[src/rtl/tick_interval_meter.sv]
// rtl/tick_interval_meter.sv - period and high-time meter for a synchronised tick line
module tick_interval_meter #(
    parameter int WIDTH       = 32,
    parameter int TIMEOUT     = 1000000,
    parameter int SYNC_STAGES = 2,
    parameter bit IDLE        = 1'b0
) (
    input  logic             i_clk,
    input  logic             i_n_reset,
    input  logic             i_enable,
    input  logic             i_tick,
    input  logic             i_ready,
    output logic             o_valid,
    output logic [WIDTH-1:0] o_period,
    output logic [WIDTH-1:0] o_high,
    output logic             o_overrun,
    output logic             o_timeout
);

    // The timeout counter only ever has to reach TIMEOUT-1.
    localparam int TW = (TIMEOUT > 1) ? $clog2(TIMEOUT) : 1;
    localparam logic [TW-1:0] T_LAST = (TIMEOUT > 0) ? TW'(TIMEOUT - 1) : '0;
    localparam logic [WIDTH-1:0] CNT_MAX = '1;

    typedef enum logic [1:0] {
        ST_OFF  = 2'd0,
        ST_ARM  = 2'd1,
        ST_MEAS = 2'd2
    } state_t;

    state_t                 state;
    logic [SYNC_STAGES-1:0] sync_q;
    logic                   s;
    logic                   s_d;
    logic                   rise;
    logic                   fall;
    logic [WIDTH-1:0]       r_cnt;
    logic [WIDTH-1:0]       r_high;
    logic                   high_open;
    logic                   high_seen;
    logic [TW-1:0]          t_cnt;
    logic [TW-1:0]          t_inc;
    logic [WIDTH-1:0]       cnt_inc;
    logic                   tmo_hit;
    logic                   res_fire;
    logic [WIDTH-1:0]       res_period;
    logic [WIDTH-1:0]       res_high;

    // Input synchroniser chain; the oldest stage feeds edge detection.
    always_ff @(posedge i_clk or negedge i_n_reset) begin
        if (!i_n_reset) begin
            sync_q <= '0;
        end else begin
            sync_q <= {sync_q[SYNC_STAGES-2:0], i_tick};
        end
    end

    assign s = sync_q[SYNC_STAGES-1] ^ IDLE;

    // One-cycle delayed copy of the normalised level for edge detection.
    always_ff @(posedge i_clk or negedge i_n_reset) begin
        if (!i_n_reset) begin
            s_d <= 1'b0;
        end else begin
            s_d <= s;
        end
    end

    assign rise = s & ~s_d;
    assign fall = ~s & s_d;

    // Saturating increments, timeout detection and the result being completed this cycle.
    always_comb begin
        cnt_inc    = (r_cnt == CNT_MAX) ? r_cnt : r_cnt + WIDTH'(1);
        t_inc      = (TIMEOUT == 0) ? '0 : t_cnt + TW'(1);
        tmo_hit    = (TIMEOUT != 0) && (state != ST_OFF) && !rise && (t_cnt == T_LAST);
        res_fire   = i_enable && (state == ST_MEAS) && rise;
        res_period = cnt_inc;
        res_high   = high_seen ? r_high : cnt_inc;
    end

    // Measurement FSM: arms on the first rise, then measures rise-to-rise intervals.
    always_ff @(posedge i_clk or negedge i_n_reset) begin
        if (!i_n_reset) begin
            state     <= ST_OFF;
            r_cnt     <= '0;
            r_high    <= '0;
            high_open <= 1'b0;
            high_seen <= 1'b0;
            t_cnt     <= '0;
            o_timeout <= 1'b0;
        end else begin
            o_timeout <= 1'b0;
            if (!i_enable) begin
                state     <= ST_OFF;
                r_cnt     <= '0;
                r_high    <= '0;
                high_open <= 1'b0;
                high_seen <= 1'b0;
                t_cnt     <= '0;
            end else begin
                case (state)
                    ST_OFF: begin
                        state <= ST_ARM;
                        t_cnt <= '0;
                    end
                    ST_ARM: begin
                        if (rise) begin
                            state     <= ST_MEAS;
                            r_cnt     <= '0;
                            r_high    <= '0;
                            high_open <= 1'b1;
                            high_seen <= 1'b0;
                            t_cnt     <= '0;
                        end else if (tmo_hit) begin
                            o_timeout <= 1'b1;
                            t_cnt     <= '0;
                        end else begin
                            t_cnt <= t_inc;
                        end
                    end
                    ST_MEAS: begin
                        if (rise) begin
                            // Result for the interval just closed leaves via res_fire.
                            r_cnt     <= '0;
                            r_high    <= '0;
                            high_open <= 1'b1;
                            high_seen <= 1'b0;
                            t_cnt     <= '0;
                        end else if (tmo_hit) begin
                            state     <= ST_ARM;
                            o_timeout <= 1'b1;
                            r_cnt     <= '0;
                            r_high    <= '0;
                            high_open <= 1'b0;
                            high_seen <= 1'b0;
                            t_cnt     <= '0;
                        end else begin
                            r_cnt <= cnt_inc;
                            t_cnt <= t_inc;
                            if (fall && high_open) begin
                                r_high    <= cnt_inc;
                                high_open <= 1'b0;
                                high_seen <= 1'b1;
                            end
                        end
                    end
                    default: begin
                        state <= ST_OFF;
                    end
                endcase
            end
        end
    end

    // Result register with valid/ready handshake; a result arriving while one is held is dropped.
    always_ff @(posedge i_clk or negedge i_n_reset) begin
        if (!i_n_reset) begin
            o_valid   <= 1'b0;
            o_period  <= '0;
            o_high    <= '0;
            o_overrun <= 1'b0;
        end else begin
            if (res_fire && (!o_valid || i_ready)) begin
                o_valid  <= 1'b1;
                o_period <= res_period;
                o_high   <= res_high;
            end else if (o_valid && i_ready) begin
                o_valid <= 1'b0;
            end
            if (o_valid && i_ready) begin
                o_overrun <= 1'b0;
            end else if (res_fire && o_valid) begin
                o_overrun <= 1'b1;
            end
        end
    end

endmodule

[config.mk]
export PLATFORM = sky130hd
export DESIGN_NAME = tick_interval_meter
export DESIGN_NICKNAME = d
export VERILOG_FILES = /design/src/rtl/tick_interval_meter.sv
export SDC_FILE = /design/constraint.sdc
export NUM_CORES = 1
export LEC_CHECK = 0
export ABC_AREA = 1
export BUFFER_PORTS_ARGS = -buffer_cell sky130_fd_sc_hd__buf_2
export CELL_PAD_IN_SITES_DETAIL_PLACEMENT = 0
export CELL_PAD_IN_SITES_GLOBAL_PLACEMENT = 1
export CORE_ASPECT_RATIO = 1.5
export CORE_MARGIN = 5
export CORE_UTILIZATION = 46
export CTS_BUF_LIST = sky130_fd_sc_hd__clkbuf_4 sky130_fd_sc_hd__clkbuf_8
export CTS_CLUSTER_SIZE = 8
export DETAILED_ROUTE_END_ITERATION = 7
export PLACE_DENSITY_LB_ADDON = 0.15
export SLEW_MARGIN = 20
export SYNTH_ARGS = -nofsm -noshare
export SYNTH_HDL_FRONTEND = slang
export SYNTH_SLANG_ARGS = --single-unit
[constraint.sdc]
create_clock -name i_clk -period 1.94 [get_ports i_clk]
set_input_delay 0.097 -clock i_clk [delete_from_list [all_inputs] [get_ports i_clk]]
set_output_delay 0.097 -clock i_clk [all_outputs]
set_load 0.05 [all_outputs]
==> results by group <==
Finish
  – # nets final: 1,174
  – Post-route cell area: 0.009647 mm²
  – Layout-stage area growth over the synthesis result: 19.61%
  – Multi-input gate area: 0.003628 mm²
  – Final Util: 55.85%
  – Final non-filler cell total: 1,389
  – Filler cell count: about 1.7k
  – Area of all sequential standard cells: 0.003954 mm²
  – Number of diodes: 0
  – Fraction of final layout cells with drive strength greater than 1: 21.68%

Worst setup path
  – Buffer and inverter count on the worst path: 3
  – Crit Path Class: reg2reg
  – Critical path cell sequence: ha_2, nand2_1, nor2_2, nand2_1, nor2_1, nand2_2, buf_4, nand4_4, inv_4, clkbuf_16, nand3_1, nand2_1
  – Critical path startpoint category: flop
  – Cell type of the slowest stage on the worst timing path: sky130_fd_sc_hd__dfrtp_1
  – Worst reg2reg path startpoint: t_cnt[0]
  – Longest individual stage delay on the worst path: 0.40 ns
  – Crit path DAT: 2.19 ns
  – Library cell appearing most often on the critical path: sky130_fd_sc_hd__nand2_1
  – Worst setup path start: t_cnt[0]
  – Category of the worst setup path capture point: flop
  – Family of cells with the greatest summed delay on the critical path: simple AND/OR/NAND/NOR gates
  – Required time at the endpoint of the critical path: 2.29 ns
  – Maximum fanout count along the critical path: 17

STA
  – Worst hold slack across all endpoints: 0.1635 ns
  – Final Setup Violations: 0
  – Max_slew headroom: between 60% and 70%
  – Slew at the pin closest to its max-slew limit: 0.5567 ns
  – Hold Fails Final Rpt: 0
  – Period minus WS final: approximately 1.8 ns
  – Clock skew after layout: 0.01223 ns
  – Share of the clock period used by the worst path after layout: 94.99%
  – Maximum achievable frequency: 0.5426 GHz
  – Max-slew violations: 0

Synthesis
  – Number of different library cells in the post-synthesis netlist: 37
  – Flip-flop and latch count after synthesis: 158
  – Cell taking the most area after synthesis: sky130_fd_sc_hd__dfrtp_1
  – Async set-or-reset flop fraction in the synthesized netlist: 100.0%
  – Mapped Nets: 1,055
  – EDFF count, synth: 0
  – Most common cell in the synthesized netlist: sky130_fd_sc_hd__nand2_1
  – Leading post-synthesis cells by cell area: sky130_fd_sc_hd__dfrtp_1 (49%), sky130_fd_sc_hd__nand2_1 (16%), sky130_fd_sc_hd__nand3_1 (5.9%), sky130_fd_sc_hd__nor2_1 (4.8%), sky130_fd_sc_hd__inv_1 (3.4%)
  – Yosys warns: 0
  – Proportion of synthesized chip area in sequential cells: 49.02%
  – Syn Inst Count: around 1.0k
  – Dominant register cell in the synthesized netlist: sky130_fd_sc_hd__dfrtp_1
  – Mean post-synth cell area: 7.725 µm²
  – Post-synthesis cell area: 0.008065 mm²
  – Fraction of synthesized cell area taken by the top area cell type: just under 50%
  – Most frequent cells after synthesis: sky130_fd_sc_hd__nand2_1 (347), sky130_fd_sc_hd__dfrtp_1 (158), sky130_fd_sc_hd__nor2_1 (104)

Floorplanning
  – Starting Density: 46.69%
  – Vertical die dimension: 172.2 µm
  – Die ar.: 0.02034 mm²
  – Placement row count: 59
  – Core area: 0.01727 mm²
  – Die Span X: 118.1 µm
  – Number of top-level pins: 72

Place
  – Cell area after placement: around 0.009 mm²
  – Cells after DPL: 1,346
  – Post-detail-place hpwl: 17,800 µm
  – PortBufs: 71
  – Placer's final routability congestion estimate: 0.9118

GRT
  – Combined global-route utilization of all metal layers: 24.53%
  – Remaining global-route overflow: 0
  – Vias in the first global route: 7,355
  – Global-route wire length before repair: ~39,000 µm
  – Number of antenna violations at the first check in global routing: 0
  – Pin count of the biggest net entering global routing: 51

Route
  – Number of DRC violations after detailed routing: 0
  – Pre-antenna DRT Iters: 5
  – Detailed-route vias per instance: 5.274
  – Iteration-0 DRC Markers: approximately 540
  – Vias after detailed routing: roughly 7.3k
  – Antenna-violating nets left: 0
  – Detail-routed net length per standard cell: 17.85 µm
  – Final Routed Wirelength: between 20,000 and 25,000 µm

Job
  – Number of max-cap violations: 0

Clock tree
  – Root buf cell: sky130_fd_sc_hd__clkbuf_8
  – Number of levels the H-tree was split into: 4
  – Clock tree from TritonCTS: done
  – Number of buffers on the longest clock path: 2
  – Latest clock arrival within the worst-skew pair: 0.46 ns
  – Number of clock sinks seen by CTS: 158
  – Clock-pin slew reported for the worst setup and hold paths after clock tree synthesis: 0.09 ns
  – Number of buffers inserted during clock tree synthesis: 17

Power and ir drop
  – Worst vdd rail ir drop: slightly below 0.7 mV
  – Leak pwr: 4.963 nW
  – Power density over cell area: 914.4 mW/mm²
  – Tot Pwr: 8.821 mW

Status
  – Status: completed

Min path
  – Hold/Removal Path Class: in2async
[sequential cells by signal, summed over array words and instances (netlist names)]
name       count
r_high        32
state          2
high_open      1
sync_q         2
o_period      32
o_timeout      1
high_seen      1
o_high        32
t_cnt         20
o_overrun      1
o_valid        1
r_cnt         32
s_d            1
[power breakdown]
group | total, mW | leakage (nW) | internal (mW) | switching (mW)
combinational | 2.55 | 2.59 | 0.684 | 1.86
sequential | 3.72 | 2.18 | 3.54 | 0.180
clock | 2.56 | 0.200 | 1.18 | 1.37
[cells by family after synthesis]
| kind of cell | Yosys count | share of synthesized area, % |
|---|---|---|
| AO/OA/AOI/OAI | 127 | 8.563 |
| AND/OR/NAND/NOR | 609 | 33.49 |
| buffers and inverters | 132 | 6.686 |
| adder cells (fa/ha/maj) | 6 | 0.9308 |
| flip-flops | 158 | 49.02 |
| XOR/XNOR | 12 | 1.303 |
[path summary, 6_finish.rpt]
kind / end / slack [ns] / cells past startpoint
min in group i_clk: sync_q[0] / 0.27 / 2
setup / recovery: r_high[21] / 0.1 / 12
hold / removal: o_period[11] / 0.16 / 2
setup reg to reg: r_high[21] / 0.1 / 12
hold reg to reg: sync_q[1] / 0.36 / 0
max in group asynchronous: o_high[31] / 1.13 / 3
[final cells by class]
cell class / instances / area share (%)
repair buffers: 139 / 10.70
well taps: 213 / 2.763
inverters: 93 / 3.735
multi-input cells: 754 / 37.61
clock inverters: 14 / 1.699
flip-flops and latches: 158 / 40.99
clock buffers: 18 / 2.503
[layer usage]
| metal | global-route usage (%) | part of all wire [%] | up-vias |
|---|---|---|---|
| met1 | 28.81 | 40 | 3548 |
| met3 | 4.090 | 3.2 | 46 |
| li1 | - | - | 3586 |
| met5 | 0 | 0 | - |
| met4 | 11.78 | 4.0 | 0 |
| met2 | 43.62 | 53 | 145 |
[cells in the final DEF (no fill, tap or decap), types with 4 or more instances in the layout]
master	instances
sky130_fd_sc_hd__clkbuf_8	17
sky130_fd_sc_hd__nand2_2	14
sky130_fd_sc_hd__nand2_1	344
sky130_fd_sc_hd__o22ai_1	10
sky130_fd_sc_hd__nor2_2	10
sky130_fd_sc_hd__buf_12	10
sky130_fd_sc_hd__or2_2	8
sky130_fd_sc_hd__buf_2	70
sky130_fd_sc_hd__clkinv_4	7
sky130_fd_sc_hd__dfrtp_1	158
sky130_fd_sc_hd__o21ai_1	52
sky130_fd_sc_hd__inv_1	72
sky130_fd_sc_hd__o21ai_0	28
sky130_fd_sc_hd__buf_4	51
sky130_fd_sc_hd__nor3_1	6
sky130_fd_sc_hd__inv_2	16
sky130_fd_sc_hd__a21oi_1	26
sky130_fd_sc_hd__xor2_1	11
sky130_fd_sc_hd__nand3_2	24
sky130_fd_sc_hd__nor2_1	97
sky130_fd_sc_hd__ha_1	4
sky130_fd_sc_hd__dlygate4sd3_1	4
sky130_fd_sc_hd__nand3_1	94
[per-stage QoR]
step | setup WS, ns | TNS [ns]
final | 0.09712 | 0
after global routing | -0.03471 | -0.5233
after CTS | 0.01404 | 0
after detailed placement | 0.03349 | 0
after global placement | 0.06049 | 0
after floorplan | 0.1631 | 0
[what timing repair did]
item	CTS	global route
hold buffers	4	0
gates resized for setup	0	21
buffers inserted	0	6
hold endpoints to repair	60	0
setup endpoints to repair	0	121
[worst reg2reg max path: cells and delay by family, from the launching register on]
family                     cells  cell delay (ns)
and+or+nand+nor                8             0.70
buffers and inverters          3             0.43
DFF                            1             0.40
adders and majority gates      1             0.21
(Power assumes the default switching activity.)
